<file path="src/rtl/uart_rx_oversampled.sv">
// UART receiver: 16x oversampled line with 3-sample majority vote per bit,
// parity/stop/break checking, and a first-word-fall-through FIFO of
// {frame_err, parity_err, data} entries drained by a valid/ready handshake.
module uart_rx_oversampled #(
  parameter int unsigned CLOCK_FREQ  = 100_000_000,
  parameter int unsigned BAUD_RATE   = 115200,
  parameter int unsigned OVERSAMPLE  = 16,
  parameter int unsigned DATA_BITS   = 8,
  parameter int unsigned PARITY_EN   = 1,
  parameter int unsigned PARITY_TYPE = 0,
  parameter int unsigned STOP_BITS   = 1,
  parameter int unsigned FIFO_DEPTH  = 8
) (
  input  logic                          clk,
  input  logic                          rst,
  input  logic                          rx,
  output logic [7:0]                    rx_data,
  output logic                          rx_parity_err,
  output logic                          rx_frame_err,
  output logic                          rx_valid,
  input  logic                          rx_ready,
  output logic                          overrun,
  output logic                          break_det,
  output logic [$clog2(FIFO_DEPTH):0]   fifo_count
);

  localparam int unsigned DIV_RAW = CLOCK_FREQ / (BAUD_RATE * OVERSAMPLE);
  localparam int unsigned DIV     = (DIV_RAW < 1) ? 1 : DIV_RAW;
  localparam int unsigned CW      = (DIV > 1) ? $clog2(DIV) : 1;
  localparam int unsigned PW      = $clog2(OVERSAMPLE);
  localparam int unsigned M       = OVERSAMPLE / 2;
  localparam int unsigned BW      = $clog2(DATA_BITS + 1);
  localparam int unsigned AW      = $clog2(FIFO_DEPTH);
  localparam int unsigned EW      = DATA_BITS + 2;

  typedef enum logic [2:0] {
    S_IDLE,
    S_START,
    S_DATA,
    S_PARITY,
    S_STOP,
    S_BRK
  } state_t;

  state_t state, state_next;

  logic [CW-1:0]        tick_cnt;
  logic                 tick;
  logic [1:0]           sync;
  logic                 rx_s;
  logic [PW-1:0]        phase;
  logic                 s_a, s_b;
  logic                 vote;
  logic                 decide;
  logic                 bit_end;
  logic [DATA_BITS-1:0] shift;
  logic [BW-1:0]        bit_cnt;
  logic                 stop_idx;
  logic                 last_stop;
  logic                 parity_err;
  logic                 frame_err;
  logic                 par_bit;
  logic                 par_exp;
  logic                 is_break;
  logic                 push_req;
  logic                 brk_req;
  logic                 push_q;
  logic [EW-1:0]        entry_q;

  logic [EW-1:0]        mem [FIFO_DEPTH];
  logic [AW:0]          wptr, rptr;
  logic                 empty, full, pop, wr_ok;
  logic [EW-1:0]        head;

  assign tick = (tick_cnt == CW'(DIV - 1));

  // Free-running sample-tick divider
  always_ff @(posedge clk or posedge rst) begin
    if (rst)       tick_cnt <= '0;
    else if (tick) tick_cnt <= '0;
    else           tick_cnt <= tick_cnt + 1'b1;
  end

  // Two-flop synchronizer for the asynchronous line, idle-high after reset
  always_ff @(posedge clk or posedge rst) begin
    if (rst) sync <= 2'b11;
    else     sync <= {sync[0], rx};
  end

  assign rx_s = sync[1];

  // Bit phase counter; held at 0 while idle so the detecting tick is phase 0
  always_ff @(posedge clk or posedge rst) begin
    if (rst) begin
      phase <= '0;
    end else if (tick) begin
      if (state == S_IDLE || phase == PW'(OVERSAMPLE - 1)) phase <= '0;
      else                                                 phase <= phase + 1'b1;
    end
  end

  // Capture the two early mid-bit samples; the third is live at the decision phase
  always_ff @(posedge clk or posedge rst) begin
    if (rst) begin
      s_a <= 1'b1;
      s_b <= 1'b1;
    end else if (tick) begin
      if (phase == PW'(M - 1)) s_a <= rx_s;
      if (phase == PW'(M))     s_b <= rx_s;
    end
  end

  assign vote      = (s_a & s_b) | (s_a & rx_s) | (s_b & rx_s);
  assign decide    = tick && (phase == PW'(M + 1));
  assign bit_end   = tick && (phase == PW'(OVERSAMPLE - 1));
  assign last_stop = (STOP_BITS == 1) || stop_idx;
  assign par_exp   = (PARITY_TYPE != 0) ? ~^shift : ^shift;
  assign is_break  = (shift == '0) && ((PARITY_EN == 0) || !par_bit) && !vote;

  // FSM state register
  always_ff @(posedge clk or posedge rst) begin
    if (rst) state <= S_IDLE;
    else     state <= state_next;
  end

  // FSM next-state logic
  always_comb begin
    state_next = state;
    case (state)
      S_IDLE:   if (tick && !rx_s) state_next = S_START;
      S_START: begin
        if (decide && vote) state_next = S_IDLE;
        else if (bit_end)   state_next = S_DATA;
      end
      S_DATA:   if (bit_end && bit_cnt == BW'(DATA_BITS))
                  state_next = (PARITY_EN != 0) ? S_PARITY : S_STOP;
      S_PARITY: if (bit_end) state_next = S_STOP;
      S_STOP:   if (decide && last_stop) state_next = is_break ? S_BRK : S_IDLE;
      S_BRK:    if (tick && rx_s) state_next = S_IDLE;
      default:  state_next = S_IDLE;
    endcase
  end

  // FSM outputs: push or break request at the final stop-bit decision
  always_comb begin
    push_req = 1'b0;
    brk_req  = 1'b0;
    if (state == S_STOP && decide && last_stop) begin
      if (is_break) brk_req  = 1'b1;
      else          push_req = 1'b1;
    end
  end

  // Frame datapath: shift register, bit/stop counters and error flags
  always_ff @(posedge clk or posedge rst) begin
    if (rst) begin
      shift      <= '0;
      bit_cnt    <= '0;
      stop_idx   <= 1'b0;
      parity_err <= 1'b0;
      frame_err  <= 1'b0;
      par_bit    <= 1'b0;
    end else begin
      case (state)
        S_IDLE: begin
          if (tick && !rx_s) begin
            bit_cnt    <= '0;
            stop_idx   <= 1'b0;
            parity_err <= 1'b0;
            frame_err  <= 1'b0;
            par_bit    <= 1'b0;
          end
        end
        S_DATA: begin
          if (decide) begin
            shift   <= {vote, shift[DATA_BITS-1:1]};
            bit_cnt <= bit_cnt + 1'b1;
          end
        end
        S_PARITY: begin
          if (decide) begin
            par_bit    <= vote;
            parity_err <= (vote != par_exp);
          end
        end
        S_STOP: begin
          if (decide && !vote)          frame_err <= 1'b1;
          if (bit_end && !last_stop)    stop_idx  <= 1'b1;
        end
        default: ;
      endcase
    end
  end

  // Register the completed entry and the break pulse; the FIFO write lands one cycle later
  always_ff @(posedge clk or posedge rst) begin
    if (rst) begin
      push_q    <= 1'b0;
      entry_q   <= '0;
      break_det <= 1'b0;
    end else begin
      push_q    <= push_req;
      break_det <= brk_req;
      if (push_req) entry_q <= {frame_err | ~vote, parity_err, shift};
    end
  end

  assign empty      = (wptr == rptr);
  assign full       = (wptr[AW] != rptr[AW]) && (wptr[AW-1:0] == rptr[AW-1:0]);
  assign rx_valid   = !empty;
  assign pop        = rx_valid && rx_ready;
  // A pop frees the head slot in the same cycle, so a full FIFO still accepts a push then
  assign wr_ok      = push_q && (!full || pop);
  assign fifo_count = wptr - rptr;

  // FIFO pointers and overrun pulse
  always_ff @(posedge clk or posedge rst) begin
    if (rst) begin
      wptr    <= '0;
      rptr    <= '0;
      overrun <= 1'b0;
    end else begin
      if (wr_ok) wptr <= wptr + 1'b1;
      if (pop)   rptr <= rptr + 1'b1;
      overrun <= push_q && full && !pop;
    end
  end

  // FIFO storage
  always_ff @(posedge clk) begin
    if (wr_ok) mem[wptr[AW-1:0]] <= entry_q;
  end

  // First-word-fall-through head, forced to zero while empty
  always_comb begin
    head          = mem[rptr[AW-1:0]];
    rx_data       = '0;
    rx_parity_err = 1'b0;
    rx_frame_err  = 1'b0;
    if (rx_valid) begin
      rx_data[DATA_BITS-1:0] = head[DATA_BITS-1:0];
      rx_parity_err          = head[DATA_BITS];
      rx_frame_err           = head[DATA_BITS+1];
    end
  end

endmodule

</file>
<file path="config.mk">
export PLATFORM = sky130hd
export DESIGN_NAME = uart_rx_oversampled
export DESIGN_NICKNAME = d
export VERILOG_FILES = /design/src/rtl/uart_rx_oversampled.sv
export SDC_FILE = /design/constraint.sdc
export NUM_CORES = 1
export LEC_CHECK = 0
export ABC_AREA = 1
export CAP_MARGIN = 20
export CORE_MARGIN = 1
export CORE_UTILIZATION = 62
export DETAILED_ROUTE_END_ITERATION = 6
export PLACE_DENSITY = 0.9
export SYNTH_ARGS = -nofsm -noshare
export SYNTH_HDL_FRONTEND = slang
export SYNTH_SLANG_ARGS = --single-unit
</file>
<file path="constraint.sdc">
create_clock -name clk -period 7.3 [get_ports clk]
set_input_delay 0.73 -clock clk [delete_from_list [all_inputs] [get_ports clk]]
set_output_delay 0.73 -clock clk [all_outputs]
set_load 0.05 [all_outputs]
</file>
==> flow_summary_export.csv, run 1 <==
group,metric,value,unit
outcome,status,"finished, final reports clean",
logic_synthesis,synth_compound_area_frac,0.103,
timing,max_freq,208,MHz
cts,clock_sinks,133,
power_and_ir_drop,power.total,2.52,mW
layout,drive_above_1_share,0.0959,
hold_path,min-delay-start,"sync[0]$_DFF_PP1_",
layout,fin_cells,695,
placement,dp_hpwl,7710,um
critical_path,slowest_delay,0.86,ns
placement,port_buffers,20,
floorplanning,dieWidth,99.0,um
cts,post-cts-setup-buffer-count,0,
logic_synthesis,syn_nets,568,
drt,wl,12600,um
power_and_ir_drop,vdd_ir_drop_max,218,uV
hold_path,hold_end,"sync[1]$_DFF_PP1_",
power_and_ir_drop,power.density,377,nW/um2
floorplanning,num_io_pins,21,
logic_synthesis,synth_warnings,0,
drt,wl_per_cell,18.1,um
logic_synthesis,netlist_instances,547,
global_route,grt_pass1_wl,20300,um
drt,ant_nets,0,
floorplanning,chipHeight,99.0,um
timing,skew,0.0107,ns
placement,post-place-cells,661,
cts,clkSlewWorstSetupHoldPaths,0.06,ns
timing,setup_tns,0,ns
logic_synthesis,synthFlopType,"edfxtp_1",
logic_synthesis,ys_seq_area_frac,0.640,
floorplanning,initial_core_util,0.637,
logic_synthesis,synth_top_family_by_area,"simple AND/OR/NAND/NOR gates",
logic_synthesis,syn_area_per_cell,10.7,um2
power_and_ir_drop,leakagePower,2.88,nW
cts,clockBufferDepth,2,
logic_synthesis,ys_async_sr_fraction,0.398,
critical_path,cp_cell_sequence,"inv_1 -> ha_1 -> nand2_1 -> nor2_1 -> nand2_1 -> o21ai_0 -> nor2_1 -> clkdlybuf4s50_1",
cts,cts_tree,"done",
critical_path,crit_path_end_kind,"primary output",
global_route,grt_max_degree,54,
floorplanning,num_rows,35,
layout,nets,592,
cts,htreeDepth,4,
timing,worstMarginPinSlew,1.19,ns
timing,slew_violations,0,
timing,setup_violations,0,
drt,drcViolationCount,0,
layout,layout_commonest_cell,"nor2_1",
timing,relSlewSlack,0.205,
critical_path,crit-reg2reg-capture,"mem[6][4]$_DFFE_PP_",
cts,cts_buffers,17,
cts,cts-resized-gates,0,
cts,cts_hold_buf,0,
placement,gp_congestion,0.879,
drt,first_pass_iters,5,
layout,final_cell_mix,"nor2_1, nand2_1, edfxtp_1",
logic_synthesis,synth-edff-count,80,
logic_synthesis,ys_ff_latch,133,
hold_path,hp-class,"reg2reg",
logic_synthesis,ys_types,33,
logic_synthesis,yosys.area_share.simple,0.151,
critical_path,cp-start-kind,"flop",
critical_path,crit_arrival,4.08,ns
timing,final.period_utilization,0.659,
global_route,grt_overflow,0,
hold_path,min_path_cells,0,
global_route,grt_pass1_vias,4176,
timing,finalCriticalPeriod,4.81,ns
drt,vias,4098,
timing,hold_viol,0,
critical_path,worstSetupPathType,"reg2out",
floorplanning,dieArea,9790,um2
global_route,antenna_found_initial,0,
logic_synthesis,synthAdderAreaFrac,0.0378,
critical_path,reg2reg_slack,3.42,ns
run,drv_cap,0,
layout,n_antenna_cell,0,
critical_path,critPathTopFamily,"buffers and inverters",
floorplanning,core_area,9150,um2
drt,initialDrtViolationCount,371,
logic_synthesis,synth_mux_area_frac,0,
critical_path,worstPathRequired,6.57,ns
cts,root_buffer,"clkbuf_8",
critical_path,worstReg2RegStart,"rptr[1]$_DFFE_PP0P_",
critical_path,critPathSlowestCell,"dfrtp_1",
drt,via_per_inst,5.90,
critical_path,cp_max_fo,23,
global_route,track_usage,0.278,
logic_synthesis,syn_area,5830,um2
critical_path,rr_worst_depth,9,
logic_synthesis,synthXorXnorAreaFrac,0.0208,
layout,syn2layout_area_growth,14.9,%
cts,clkLatencyLatePin,0.53,ns
critical_path,critPathBufInv,2,
timing,rsz0062_at_grt,"false",
-- through the flow --
stage	area (um2)	hold slack, ns	setup WS, ns	util
2_1_floorplan	5830	0.345	3.81	-
3_3_place_gp	6090	0.346	3.43	0.665
3_5_place_dp	6100	0.348	3.24	0.666
4_1_cts	6650	0.357	2.63	0.727
5_1_grt	6700	0.362	2.33	0.732
6_report	6700	0.355	2.49	0.732
-- cells in the mapped netlist, types with 2 or more instances --
library cell / instances / area (um2)
xnor2_1: 5 / 43.8
o21ai_1: 21 / 105
nor2_2: 2 / 12.5
nand2_1: 82 / 308
nand3_1: 19 / 95.1
inv_2: 3 / 11.3
inv_1: 42 / 158
o21ai_0: 59 / 295
xor2_1: 7 / 61.3
o22ai_1: 22 / 138
clkbuf_1: 15 / 56.3
buf_6: 3 / 33.8
nand4_1: 5 / 31.3
dfrtp_1: 49 / 1230
nand2_2: 3 / 18.8
edfxtp_1: 80 / 2400
nor2_1: 83 / 312
a21oi_1: 7 / 35.0
nand2_4: 2 / 22.5
dfstp_2: 4 / 105
ha_1: 16 / 200
a21oi_2: 2 / 17.5
nor3_1: 6 / 30.0
-- worst max-delay path by stage --
stage	cells past startpoint	to	from	slack [ns]
6_report	8	rx_data[6]	rptr[1]$_DFFE_PP0P_	2.49
5_1_grt	8	rx_data[2]	rptr[1]$_DFFE_PP0P_	2.33
4_1_cts	8	rx_parity_err	rptr[1]$_DFFE_PP0P_	2.63
3_5_place_dp	8	rx_data[2]	rptr[1]$_DFFE_PP0P_	3.24
3_3_place_gp	8	rx_data[6]	rptr[1]$_DFFE_PP0P_	3.43
2_1_floorplan	8	rx_data[0]	wptr[0]$_DFFE_PP0P_	3.81
-- cells by family after synthesis --
| kind of cell | after synthesis |
|---|---|
| buf+inv | 66 |
| flops | 133 |
| simple gates | 206 |
| compound gates | 112 |
| xor+xnor | 13 |
| fa+ha+maj | 17 |
-- routing by layer --
metal  part of all wire  GRT usage  up-vias
met5                  0          0        -
met4              0.021      0.121        0
met3              0.058     0.0631       34
met2               0.53      0.484      171
met1               0.39      0.333     1979
li1                   -          -     1914
-- registers in the layout, summed over array words and instances, names as in the netlist --
| signal | count |
|---|---|
| mem | 80 |
| entry_q | 10 |
| shift | 8 |
| tick_cnt | 6 |
| bit_cnt | 4 |
| phase | 4 |
| rptr | 4 |
| wptr | 4 |
| state | 3 |
| sync | 2 |
| break_det | 1 |
| frame_err | 1 |
| overrun | 1 |
| par_bit | 1 |
| parity_err | 1 |
| push_q | 1 |
| s_a | 1 |
| s_b | 1 |
-- report_power, final --
part           switching [mW]  internal [mW]
registers              0.0514          0.803
logic                   0.583          0.287
clock network           0.316          0.482
total                   0.950           1.57
-- worst reg2reg max path: cells and delay by family, from the launching register on --
| kind | cells | cell delay, ns |
|---|---|---|
| simple gates | 7 | 1.60 |
| flops | 1 | 0.86 |
| buf+inv | 1 | 0.57 |
| fa+ha+maj | 1 | 0.47 |
-- area by class of cell --
| cell class | instances | area, um2 |
|---|---|---|
| multi-input combinational | 348 | 1820 |
| fill | 560 | 2450 |
| clock inverter | 14 | 136 |
| timing repair buffer | 24 | 267 |
| inverter | 47 | 183 |
| sequential | 133 | 3730 |
| tap | 111 | 139 |
| clock buffer | 18 | 418 |
(Power assumes the default switching activity.)
==> inputs of run 2 (changes only) <==
--- a/config.mk
+++ b/config.mk
@@ -8,9 +8,9 @@
 export ABC_AREA = 1
 export CAP_MARGIN = 20
 export CORE_MARGIN = 1
-export CORE_UTILIZATION = 62
+export CORE_UTILIZATION = 61
 export DETAILED_ROUTE_END_ITERATION = 6
-export PLACE_DENSITY = 0.9
+export PLACE_DENSITY = 0.89
 export SYNTH_ARGS = -nofsm -noshare
 export SYNTH_HDL_FRONTEND = slang
 export SYNTH_SLANG_ARGS = --single-unit
==> constraint.sdc (replaced) <==
create_clock -name clk -period 4.7 [get_ports clk]
set_input_delay 0.47 -clock clk [delete_from_list [all_inputs] [get_ports clk]]
set_output_delay 0.47 -clock clk [all_outputs]
set_load 0.05 [all_outputs]
==> run 2 against run 1 <==
  * Worst hold slack worse by 0.19 ns
  * First-iteration DRC count is 20% lower
  * Global-route usage is 1.1 points lower
  * Register-to-register slack worse by 2.4 ns
  * Routed wire length is 2.8% lower
  * Sequential power is 52% higher
  * Core utilization is 0.065 points higher
  * Largest power group unchanged
  * Clock power is 65% higher
  * Die area is 1.6% higher
  * Clock skew is 0.0020 ns lower
==> flow_summary_export.csv, run 2 (same netlist as run 1, synthesis figures left out) <==
group,metric,value,unit
global_route,grt_max_degree,54,
layout,final_util,0.733,
cts,clockBufferDepth,2,
timing,max_freq,224,MHz
power_and_ir_drop,power.density,590,nW/um2
placement,post-place-cells,681,
layout,drive_above_1_share,0.102,
layout,layout_commonest_cell,"nor2_1",
timing,setup_tns,0,ns
drt,first_pass_iters,6,
layout,nets,594,
critical_path,worstSetupEndpoint,"rx_data[6]",
critical_path,critPathSlowestCell,"clkdlybuf4s50_1",
layout,n_fill_cell,594,
cts,post-cts-setup-buffer-count,0,
layout,largest_reg_flops,80,
floorplanning,core_area,9240,um2
global_route,grt_pass1_wl,19700,um
placement,port_buffers,20,
floorplanning,initial_core_util,0.631,
placement,preCtsSetupSlack,0.965,ns
cts,cts-resized-gates,0,
critical_path,critPathTopFamily,"buffers and inverters",
hold_path,hp-class,"in2async",
cts,clkSlewWorstSetupHoldPaths,0.06,ns
global_route,track_usage,0.267,
drt,via_per_inst,5.77,
outcome,status,"finished, final reports clean",
cts,clkLatencyLatePin,0.53,ns
layout,n_antenna_cell,0,
drt,drcViolationCount,0,
cts,cts_buffers,17,
floorplanning,num_rows,35,
layout,final_cell_mix,"nor2_1, nand2_1, edfxtp_1",
floorplanning,dieWidth,99.8,um
run,drv_cap,0,
critical_path,cp_max_fo,23,
placement,placed_area,6130,um2
power_and_ir_drop,leakagePower,2.91,nW
drt,wl_per_cell,17.1,um
layout,stdcell_area,6770,um2
critical_path,cp_cell_sequence,"inv_1 -> ha_1 -> nand2_1 -> nor2_1 -> nand2_1 -> o21ai_0 -> nor2_1 -> clkdlybuf4s50_1",
drt,initialDrtViolationCount,295,
floorplanning,dieArea,9950,um2
critical_path,critPathBufInv,2,
drt,wl,12200,um
critical_path,rr_worst_depth,9,
timing,slew_violations,0,
layout,fin_cells,715,
drt,vias,4125,
placement,dp_hpwl,7470,um
critical_path,crit-reg2reg-capture,"mem[1][5]$_DFFE_PP_",
timing,hold_viol,0,
critical_path,worstPathRequired,4.23,ns
global_route,grt_overflow,0,
global_route,grt_pass1_vias,4166,
power_and_ir_drop,power.total,3.99,mW
cts,htreeDepth,4,
timing,setup_violations,0,
floorplanning,num_io_pins,21,
timing,final.period_utilization,0.948,
timing,skew,0.00868,ns
placement,gp_congestion,0.874,
critical_path,crit_path_end_kind,"primary output",
critical_path,cp-start-kind,"flop",
critical_path,slowest_delay,0.86,ns
timing,relSlewSlack,0.264,
cts,clock_sinks,133,
timing,worstMarginPinSlew,1.10,ns
drt,ant_nets,0,
layout,syn2layout_area_growth,16.1,%
critical_path,worstReg2RegStart,"rptr[1]$_DFFE_PP0P_",
critical_path,crit_arrival,3.99,ns
critical_path,reg2reg_slack,0.99,ns
timing,finalCriticalPeriod,4.46,ns
timing,layout_setup_ws,0.245,ns
timing,rsz0062_at_grt,"false",
critical_path,worstSetupPathType,"reg2out",
global_route,antenna_found_initial,0,
power_and_ir_drop,vdd_ir_drop_max,310,uV
timing,timing.hold.ws,0.168,ns
floorplanning,chipHeight,99.8,um
critical_path,cp-startpoint,"rptr[1]$_DFFE_PP0P_",
critical_path,cp.depth,8,
cts,cts_tree,"done",
cts,cts_hold_buf,0,
cts,root_buffer,"clkbuf_8",
run 2: changes by cell type in the layout (fill, tap and decap cells not counted), sizes merged:
cell,change
bufinv,+1
clkinvlp,-1
inv,+1
clkinv,-1
buf,+2
run 2: per-layer routing:
layer | part of all wire | GRT usage | vias up
li1 | - | - | 1927
met5 | 0 | 0 | -
met1 | 0.39 | 0.321 | 1973
met4 | 0.037 | 0.152 | 0
met3 | 0.059 | 0.0583 | 54
met2 | 0.51 | 0.447 | 171
run 2: area by class of cell:
class | count | area (um2) | share of cell area
clock buffer | 18 | 418 | 0.0617
clock inverter | 14 | 178 | 0.0262
inverter | 47 | 183 | 0.0270
multi-input combinational | 348 | 1820 | 0.269
sequential | 133 | 3730 | 0.552
tap | 129 | 161 | 0.0238
timing repair buffer | 26 | 278 | 0.0410
run 2: worst min-delay path by stage:
stage                                to              start  cells after the start
floorplan             sync[1]$_DFF_PP1_  sync[0]$_DFF_PP1_                      0
global placement      sync[1]$_DFF_PP1_  sync[0]$_DFF_PP1_                      0
detailed placement    sync[1]$_DFF_PP1_  sync[0]$_DFF_PP1_                      0
CTS                   sync[0]$_DFF_PP1_                 rx                      1
global route        rptr[2]$_DFFE_PP0P_                rst                      2
finish              wptr[1]$_DFFE_PP0P_                rst                      2
run 2: report_power, final:
part           leakage, nW  switching [mW]  internal, mW
Clock                0.290           0.511         0.814
Sequential            1.63          0.0541          1.25
Combinational        0.991           0.920         0.446
Total                 2.91            1.48          2.51
